File: src/rtl/axp_mem_pkg.sv
// Shared opcode, state and bus-payload definitions for the AXP load/store unit.
package axp_mem_pkg;

    localparam int unsigned XLEN = 64;
    localparam int unsigned BE_W = 8;
    localparam int unsigned OP_W = 6;

    localparam logic [OP_W-1:0] OP_LDBU  = 6'h0A;
    localparam logic [OP_W-1:0] OP_LDQ_U = 6'h0B;
    localparam logic [OP_W-1:0] OP_LDWU  = 6'h0C;
    localparam logic [OP_W-1:0] OP_STW   = 6'h0D;
    localparam logic [OP_W-1:0] OP_STB   = 6'h0E;
    localparam logic [OP_W-1:0] OP_STQ_U = 6'h0F;
    localparam logic [OP_W-1:0] OP_LDL   = 6'h28;
    localparam logic [OP_W-1:0] OP_LDQ   = 6'h29;
    localparam logic [OP_W-1:0] OP_LDL_L = 6'h2A;
    localparam logic [OP_W-1:0] OP_LDQ_L = 6'h2B;
    localparam logic [OP_W-1:0] OP_STL   = 6'h2C;
    localparam logic [OP_W-1:0] OP_STQ   = 6'h2D;
    localparam logic [OP_W-1:0] OP_STL_C = 6'h2E;
    localparam logic [OP_W-1:0] OP_STQ_C = 6'h2F;

    typedef enum logic [1:0] {IDLE, REQ, WAIT, RESP} state_t;

    // Captured bus request, held stable while mem_valid is up.
    typedef struct packed {
        logic            write;
        logic [XLEN-1:0] addr;
        logic [BE_W-1:0] be;
        logic [XLEN-1:0] wdata;
    } mem_req_t;

    function automatic logic is_store(input logic [OP_W-1:0] op);
        return op inside {OP_STB, OP_STW, OP_STQ_U, OP_STL, OP_STQ, OP_STL_C, OP_STQ_C};
    endfunction

    function automatic logic is_load(input logic [OP_W-1:0] op);
        return op inside {OP_LDBU, OP_LDWU, OP_LDQ_U, OP_LDL, OP_LDQ, OP_LDL_L, OP_LDQ_L};
    endfunction

    function automatic logic is_locked(input logic [OP_W-1:0] op);
        return op inside {OP_LDL_L, OP_LDQ_L};
    endfunction

    function automatic logic is_cond(input logic [OP_W-1:0] op);
        return op inside {OP_STL_C, OP_STQ_C};
    endfunction

    function automatic logic is_quad_u(input logic [OP_W-1:0] op);
        return op inside {OP_LDQ_U, OP_STQ_U};
    endfunction

    function automatic logic [3:0] popcount8(input logic [BE_W-1:0] m);
        logic [3:0] n;
        n = 4'd0;
        for (int i = 0; i < 8; i++) n = n + 4'(m[i]);
        return n;
    endfunction

endpackage

File: src/rtl/axp_lsu_align.sv
// Store-lane shift and load extract/extend for the AXP load/store unit.
module axp_lsu_align
    import axp_mem_pkg::*;
(
    input  logic [5:0]  op,
    input  logic [2:0]  off,
    input  logic [63:0] st_data,
    input  logic [63:0] ld_data,
    output logic [63:0] wdata_c,
    output logic [63:0] rdata_c
);

    logic [5:0]  sh;
    logic [31:0] v;

    // Shift store data into its byte lanes; pull load data down and extend.
    always_comb begin
        sh      = {off, 3'b000};
        wdata_c = st_data << sh;
        v       = 32'(ld_data >> sh);
        rdata_c = ld_data;
        case (op)
            OP_LDBU:          rdata_c = {56'd0, v[7:0]};
            OP_LDWU:          rdata_c = {48'd0, v[15:0]};
            OP_LDL, OP_LDL_L: rdata_c = {{32{v[31]}}, v};
            default:          rdata_c = ld_data;
        endcase
    end

endmodule

File: src/rtl/axp_lsu.sv
// AXP load/store unit: one memory instruction per transaction, with LDx_L/STx_C lock.
module axp_lsu
    import axp_mem_pkg::*;
#(
    parameter int unsigned LOCK_SHIFT = 4,
    parameter bit          MEM_WAIT   = 1'b1
)
(
    input  logic        clock,
    input  logic        reset,
    input  logic        req_valid,
    output logic        req_ready,
    input  logic [31:0] req_cmd,
    input  logic [63:0] req_addr,
    input  logic [7:0]  req_mask,
    input  logic [63:0] req_data,
    output logic        mem_valid,
    input  logic        mem_ready,
    output logic        mem_write,
    output logic [63:0] mem_addr,
    output logic [7:0]  mem_be,
    output logic [63:0] mem_wdata,
    input  logic        mem_rvalid,
    input  logic [63:0] mem_rdata,
    input  logic        lock_clear,
    output logic        rsp_valid,
    input  logic        rsp_ready,
    output logic [63:0] rsp_data,
    output logic        rsp_fault
);

    localparam int unsigned LK_W = 64 - LOCK_SHIFT;

    state_t          state_q, state_n;
    mem_req_t        mreq_q;
    logic [5:0]      op_q;
    logic [2:0]      off_q;
    logic [LK_W-1:0] gran_q;
    logic            lock_valid;
    logic [LK_W-1:0] lock_addr;

    logic [5:0]  req_op_c, align_op_c;
    logic [2:0]  req_off_c, align_off_c;
    logic [3:0]  sz_m1_c;
    logic        fault_c, lock_hit_c, cond_fail_c, accept_c;
    logic        load_cap_c, lock_set_c, lock_drop_c;
    logic [63:0] wdata_c, rdata_c;
    logic        unused_c;

    assign unused_c = ^{req_cmd[25:0], sz_m1_c[3]};

    // Request decode, fault check, lock lookup and lock update conditions.
    always_comb begin
        req_op_c    = req_cmd[31:26];
        req_off_c   = is_quad_u(req_op_c) ? 3'd0 : req_addr[2:0];
        sz_m1_c     = popcount8(req_mask) - 4'd1;
        fault_c     = !is_legal_op(req_op_c) ||
                      (!is_quad_u(req_op_c) && ((req_addr[2:0] & sz_m1_c[2:0]) != 3'd0));
        lock_hit_c  = lock_valid && (lock_addr == req_addr[63:LOCK_SHIFT]);
        cond_fail_c = is_cond(req_op_c) && !lock_hit_c;
        accept_c    = (state_q == IDLE) && req_valid;
        align_op_c  = (state_q == IDLE) ? req_op_c : op_q;
        align_off_c = (state_q == IDLE) ? req_off_c : off_q;
        if (MEM_WAIT) load_cap_c = (state_q == WAIT) && mem_rvalid;
        else          load_cap_c = (state_q == REQ) && mem_ready && !mreq_q.write;
        lock_set_c  = load_cap_c && is_locked(op_q);
        lock_drop_c = (accept_c && !fault_c && is_cond(req_op_c)) ||
                      ((state_q == REQ) && mem_ready && mreq_q.write &&
                       !is_cond(op_q) && (gran_q == lock_addr));
    end

    function automatic logic is_legal_op(input logic [5:0] op);
        return is_load(op) || is_store(op);
    endfunction

    // Next-state logic.
    always_comb begin
        state_n = state_q;
        unique case (state_q)
            IDLE: if (req_valid) state_n = (fault_c || cond_fail_c) ? RESP : REQ;
            REQ:  if (mem_ready) state_n = (mreq_q.write || !MEM_WAIT) ? RESP : WAIT;
            WAIT: if (mem_rvalid) state_n = RESP;
            RESP: if (rsp_ready) state_n = IDLE;
            default: state_n = IDLE;
        endcase
    end

    // State register and registered handshake flags.
    always_ff @(posedge clock) begin
        if (reset) begin
            state_q   <= IDLE;
            req_ready <= 1'b1;
            mem_valid <= 1'b0;
            rsp_valid <= 1'b0;
        end else begin
            state_q   <= state_n;
            req_ready <= (state_n == IDLE);
            mem_valid <= (state_n == REQ);
            rsp_valid <= (state_n == RESP);
        end
    end

    // Capture request fields at acceptance and load data at return.
    always_ff @(posedge clock) begin
        if (reset) begin
            mreq_q    <= '0;
            op_q      <= '0;
            off_q     <= '0;
            gran_q    <= '0;
            rsp_data  <= '0;
            rsp_fault <= 1'b0;
        end else begin
            if (accept_c) begin
                op_q         <= req_op_c;
                off_q        <= req_off_c;
                gran_q       <= req_addr[63:LOCK_SHIFT];
                mreq_q.write <= is_store(req_op_c);
                mreq_q.addr  <= {req_addr[63:3], 3'b000};
                mreq_q.be    <= req_mask << req_off_c;
                mreq_q.wdata <= wdata_c;
                rsp_fault    <= fault_c;
                rsp_data     <= (is_cond(req_op_c) && !fault_c && lock_hit_c) ? 64'd1 : 64'd0;
            end
            if (load_cap_c) rsp_data <= rdata_c;
        end
    end

    // Lock flag: snoop clear beats a same-cycle set.
    always_ff @(posedge clock) begin
        if (reset) begin
            lock_valid <= 1'b0;
            lock_addr  <= '0;
        end else if (lock_clear) begin
            lock_valid <= 1'b0;
        end else if (lock_set_c) begin
            lock_valid <= 1'b1;
            lock_addr  <= gran_q;
        end else if (lock_drop_c) begin
            lock_valid <= 1'b0;
        end
    end

    assign mem_write = mreq_q.write;
    assign mem_addr  = mreq_q.addr;
    assign mem_be    = mreq_q.be;
    assign mem_wdata = mreq_q.wdata;

    axp_lsu_align u_align (
        .op      (align_op_c),
        .off     (align_off_c),
        .st_data (req_data),
        .ld_data (mem_rdata),
        .wdata_c (wdata_c),
        .rdata_c (rdata_c)
    );

endmodule
File: config.mk
export PLATFORM = sky130hd
export DESIGN_NAME = axp_lsu
export DESIGN_NICKNAME = d
export VERILOG_FILES = /design/src/rtl/axp_mem_pkg.sv /design/src/rtl/axp_lsu_align.sv /design/src/rtl/axp_lsu.sv
export SDC_FILE = /design/constraint.sdc
export NUM_CORES = 1
export LEC_CHECK = 0
export BUFFER_PORTS_ARGS = -buffer_cell sky130_fd_sc_hd__buf_4
export CORE_MARGIN = 8
export CORE_UTILIZATION = 29
export DETAILED_ROUTE_END_ITERATION = 8
export GPL_TIMING_DRIVEN = 0
export PLACE_DENSITY = 0.57
export SETUP_SLACK_MARGIN = 0.1
export SYNTH_ARGS = -nofsm -noshare
export SYNTH_HDL_FRONTEND = slang
export SYNTH_SLANG_ARGS = --single-unit
File: constraint.sdc
create_clock -name clock -period 4.3 [get_ports clock]
set_input_delay 0.86 -clock clock [delete_from_list [all_inputs] [get_ports clock]]
set_output_delay 0.86 -clock clock [all_outputs]
set_load 0.05 [all_outputs]
==> results_dict.tcl, run 1 <==
set metrics [dict create \
    avgRoutedWirePerCell_um 26.6 \
    syn_area_per_cell_um2 7.86 \
    cts_tree "yes" \
    syn-instance-count 1806 \
    finalNetCount 2503 \
    drc 0 \
    viasPerCell 5.45 \
    post_layout_nonfiller_instances 2909 \
    cts_setup_buffers 0 \
    yosysWarningCount 0 \
    tns_ps 0 \
    path_class "in -> reg" \
    worstRegToRegCells 9 \
    core-area_um2 48600 \
    synth_seq_cells 274 \
    drive_gt1_frac 0.230 \
    die_y_um 237 \
    first_global_vias 15900 \
    place.detailed.hpwl_mm 62.5 \
    min-delay-start "op_q[3]" \
    grt_remaining_overflow 0 \
    cp_data_required_time_ps 4730 \
    crit_path_start "req_mask[2]" \
    final_cell_mix "buf_4 (420), nand2_1 (398), dfxtp_1 (274)" \
    slew_violations 0 \
    cp-end-kind "flop" \
    clock-sinks 274 \
    hold_path.class "reg -> reg" \
    antenna_found_initial 13 \
    insertion_delay_ps 560 \
    place.gp.congestion 0.965 \
    reg2reg_slack_ps 1130 \
    die_x_um 237 \
    grt_use_met3 0.0716 \
    grtUsageMet2 0.436 \
    slew_headroom 0.274 \
    synth_flop_cell "dfxtp_1" \
    period_share 0.889 \
    grt_use_total 0.262 \
    gr-usage-met1 0.325 \
    maxCapViolations 0 \
    n_fill_cell 5015 \
    grt_pass1_wl_mm 110 \
    worst_slew_pin_slew_ps 1090 \
    power_density_nw_per_um2 488 \
    yosysSeqAreaShare 0.387 \
    syn_area_um2 14200 \
    cts_max_level 2 \
    grt_start_max_net_pins 12 \
    vdd_drop_max_mv 0.297 \
    dieArea_um2 56300 \
    synth_cell_types 75 \
    synth-edff-count 0 \
    initial_core_util 0.292 \
    clockBufferDepth 3 \
    syn_to_final_growth_pct 35.4 \
    critPathArrivalTime_ps 4260 \
    drt_iter0_drc 1421 \
    firstDrtPassIters 6 \
    rr_startpoint "state_q[1]" \
    dr_total_vias 15900 \
    num_rows 81 \
    wirelength_mm 77.5 \
    hold_buffers 0 \
    layout_commonest_cell "buf_4" \
    worstHoldPathCells 2 \
    layout_min_cycle_time_ps 3820 \
    setup_viol 0 \
    leakage_nw 8.10 \
    grt-busiest-layer "met2" \
    io_buffers 412 \
    ant_nets 0 \
    cts_resized 0 \
    root_buffer "clkbuf_16" \
    start_kind "input port" \
    clkTransAtPathRegs_ps 50 \
    dp.cells 2843 \
    io_pins 444 \
    status "completed" \
    fin_skew_ps 29.5 \
    critPathMaxFanout 4 \
    synth-async-reset-ratio 0 \
    hold_viol 0 \
    fmax_mhz 262 \
    cts-buffers-inserted 35 \
    rsz0062_at_grt "false" \
]
[path summary, 6_finish.rpt]
check | end
worst max-delay path | lock_valid
worst min-delay path | op_q[3]
worst max register to register | mem_wdata[56]
worst min register to register | op_q[3]
[flip-flops by register name, indices dropped and copies added, names as in the netlist, 2 cells and up]
| name | count |
|---|---|
| mem_wdata | 64 |
| mem_be | 8 |
| op_q | 6 |
| rsp_data | 64 |
| state_q | 2 |
| lock_addr | 60 |
| gran_q | 60 |
| off_q | 3 |
[stage by stage]
stage | instance area [µm²] | util | setup slack (ps) | total power, mW | hold WS (ps)
finish | 19200 | 0.395 | 476 | 9.37 | 451
global route | 19200 | 0.395 | 293 | 9.71 | 488
CTS | 19200 | 0.394 | 499 | 9.38 | 451
detailed placement | 18100 | 0.372 | -53.3 | 6.41 | 444
global placement | 18100 | 0.371 | 19.9 | 6.41 | 439
floorplan | 14200 | - | 409 | 5.05 | 432
[synthesized netlist by cell type, drive strengths merged, types with 4 or more instances]
library cell | n | share of area
a2111oi | 4 | 0.0026
xnor2 | 46 | 0.028
buf | 42 | 0.018
xor2 | 52 | 0.032
nor2 | 128 | 0.034
a222oi | 9 | 0.0063
o22ai | 38 | 0.017
nor2b | 15 | 0.0066
mux2 | 9 | 0.0071
a21o | 9 | 0.0048
nor4 | 18 | 0.0079
nand2b | 13 | 0.0057
fa | 4 | 0.0056
a22oi | 97 | 0.051
dfxtp | 274 | 0.39
clkbuf | 92 | 0.024
a211oi | 13 | 0.0078
o21ai | 75 | 0.026
nand3 | 30 | 0.011
a221oi | 8 | 0.0054
and3 | 14 | 0.0062
o221ai | 7 | 0.0043
o211ai | 12 | 0.0063
nor3 | 37 | 0.014
inv | 32 | 0.0085
mux2i | 89 | 0.063
nand4 | 16 | 0.0071
nand2 | 399 | 0.11
a21oi | 170 | 0.060
a32oi | 10 | 0.0062
[critical path: stages]
cell,delay (ps)
buf_4,110
inv_1,90
ha_1,260
fa_1,460
fa_1,490
inv_1,50
fa_1,340
inv_1,90
fa_1,390
nand2b_1,170
a21oi_1,130
o21ai_0,80
o211a_1,170
nand2b_1,170
o211ai_1,100
a211oi_1,290
[cell type report]
type                            instances  area [µm²]  area share
Clock inverter                         10         135     0.00703
Buffer                                134         603      0.0314
Inverter                               32         120     0.00625
Timing Repair Buffer                  413        3100       0.161
Multi-Input combinational cell       1368        8000       0.416
Sequential cell                       274        5490       0.285
Antenna cell                            7        17.5    0.000912
Clock buffer                           49         978      0.0509
Tap cell                              622         778      0.0405
[per-layer routing]
metal,vias up,wire [µm]
li1,7258,-
met1,7644,31800
met4,16,2490
met5,-,93
met2,799,36100
met3,143,7030
[logic make-up (layout without fill, tap and decap cells)]
logic type | Yosys count | after routing | share of synthesized area
AOI/OAI and AO/OA | 475 | 475 | 0.216
xor gates and xnor gates | 98 | 98 | 0.0605
adders and majority gates | 6 | 6 | 0.00741
buffers and inverters | 166 | 638 | 0.0510
DFF | 274 | 274 | 0.387
muxes | 98 | 98 | 0.0702
other | 1 | 10 | 0.000264
and+or+nand+nor | 688 | 688 | 0.208
[where the power goes]
part / switching (mW) / leakage (nW) / total (mW) / internal, mW
registers: 0.193 / 2.23 / 2.94 / 2.75
logic: 2.40 / 5.33 / 3.47 / 1.07
clock network: 1.19 / 0.545 / 2.96 / 1.77
No activity file was read; power rests on OpenSTA's default activity.
==> run 2, diff against run 1 <==
- CELL_PAD_IN_SITES_DETAIL_PLACEMENT: unset -> 0
- CELL_PAD_IN_SITES_GLOBAL_PLACEMENT: unset -> 1
- PLACE_DENSITY: 0.57 -> 0.73
==> results_dict.tcl, run 2 (same netlist as run 1, synthesis figures left out) <==
set metrics [dict create \
    status "completed" \
    p_total_mw 9.53 \
    combPwrFrac 0.359 \
    power.internal_mw 5.79 \
    path_class "in -> reg" \
    clock-sinks 274 \
    antenna_found_initial 9 \
    core-area_um2 48600 \
    drive_gt1_frac 0.231 \
    pwr-share-clk 0.332 \
    final_cell_mix "buf_4 (419), nand2_1 (398), dfxtp_1 (274)" \
    fmax_mhz 261 \
    power_density_nw_per_um2 494 \
    ant_nets 0 \
    critPathArrivalTime_ps 4290 \
    dr_total_vias 15800 \
    setup_viol 0 \
    drt_iter0_drc 1269 \
    io_pins 444 \
    grt_remaining_overflow 0 \
    dieArea_um2 56300 \
    vdd_drop_max_mv 0.270 \
    die_y_um 237 \
    clkTransAtPathRegs_ps 60 \
    cts_setup_buffers 0 \
    firstDrtPassIters 6 \
    p_seq_frac 0.309 \
    grt_pass1_wl_mm 107 \
    place.detailed.hpwl_mm 60.7 \
    cts_tree "yes" \
    drc 0 \
    layout_min_cycle_time_ps 3830 \
    grt_start_max_net_pins 13 \
    wirelength_mm 75.1 \
    slew_violations 0 \
    maxCapViolations 0 \
    die_x_um 237 \
    leakage_nw 8.15 \
    layout_commonest_cell "buf_4" \
    rsz0062_at_grt "false" \
    place.gp.congestion 0.937 \
    initial_core_util 0.292 \
    fin_skew_ps 23.2 \
    switchingPower_mw 3.74 \
    critPathMaxFanout 4 \
    cts_resized 0 \
    avgRoutedWirePerCell_um 25.8 \
    num_rows 81 \
    holdWs_ps 450 \
    io_buffers 412 \
    syn_to_final_growth_pct 36.0 \
    n_fill_cell 5074 \
    first_global_vias 15600 \
    period_share 0.891 \
    clockBufferDepth 3 \
    switching_share 0.393 \
    insertion_delay_ps 550 \
    hold_viol 0 \
    start_kind "input port" \
    hold_path.class "reg -> reg" \
    grt_use_total 0.253 \
    cp-end-kind "flop" \
    root_buffer "clkbuf_16" \
    cp_data_required_time_ps 4760 \
    cts_max_level 2 \
    cts-buffers-inserted 35 \
    finalNetCount 2502 \
    hold_buffers 0 \
    slew_headroom 0.130 \
    viasPerCell 5.45 \
    worst_slew_pin_slew_ps 1300 \
]
## run 2: layer usage
layer | vias up | wire (µm) | share of wire | global-route usage
li1 | 7260 | - | - | -
met1 | 7625 | 30100 | 0.40 | 0.308
met2 | 830 | 35500 | 0.47 | 0.425
met3 | 117 | 7000 | 0.093 | 0.0659
met4 | 6 | 2480 | 0.033 | 0.0927
met5 | - | 35 | 0.00047 | 0
## run 2: stage by stage
step	utilization	TNS (ps)	area [µm²]	worst slack [ps]	cells
after CTS	0.396	0	19300	470	2899
final	0.397	0	19300	468	2906
after global routing	0.397	0	19300	291	2904
after global placement	0.371	-2.57	18100	-2.57	2842
after floorplan	-	0	14200	409	1808
after detailed placement	0.371	-91.0	18100	-74.0	2842
## run 2: area by class of cell
type,instances,area [µm²],share of cell area
multi-input cells,1368,7990,0.414
flip-flops and latches,274,5490,0.284
repair buffers,412,3090,0.160
clock buffers,49,1040,0.0539
well taps,622,778,0.0403
plain buffers,134,603,0.0312
clock inverters,8,173,0.00895
inverters,32,120,0.00622
diodes,7,17.5,0.000908
## run 2: final timing paths
kind	from	endpoint	slack [ps]	cells after the start
worst max register to register	state_q[1]	mem_wdata[61]	1270	9
worst max-delay path	req_mask[2]	rsp_data[0]	470	16
worst min register to register	lock_addr[49]	lock_addr[49]	450	2
worst min-delay path	lock_addr[49]	lock_addr[49]	450	2
## run 2: critical path, stage by stage
cell and delay (ps):
buf_4 130, inv_1 80, ha_1 240, fa_1 500, fa_1 410, inv_1 80, fa_1 160, inv_1 60
fa_1 540, nand2b_1 120, a21oi_1 60, o21ai_0 160, o211a_1 250, nand2b_1 150, nand4b_1 230, a221oi_2 260
## run 2: power groups by stage
| stage | Clock (mW) | Sequential, mW | Combinational [mW] |
|---|---|---|---|
| 2_1_floorplan | 0 | 3.58 | 1.47 |
| 3_3_place_gp | 0 | 2.99 | 3.38 |
| 3_5_place_dp | 0 | 2.99 | 3.39 |
| 4_1_cts | 3.21 | 2.94 | 3.40 |
| 5_1_grt | 3.31 | 2.96 | 3.60 |
| 6_report | 3.17 | 2.94 | 3.42 |
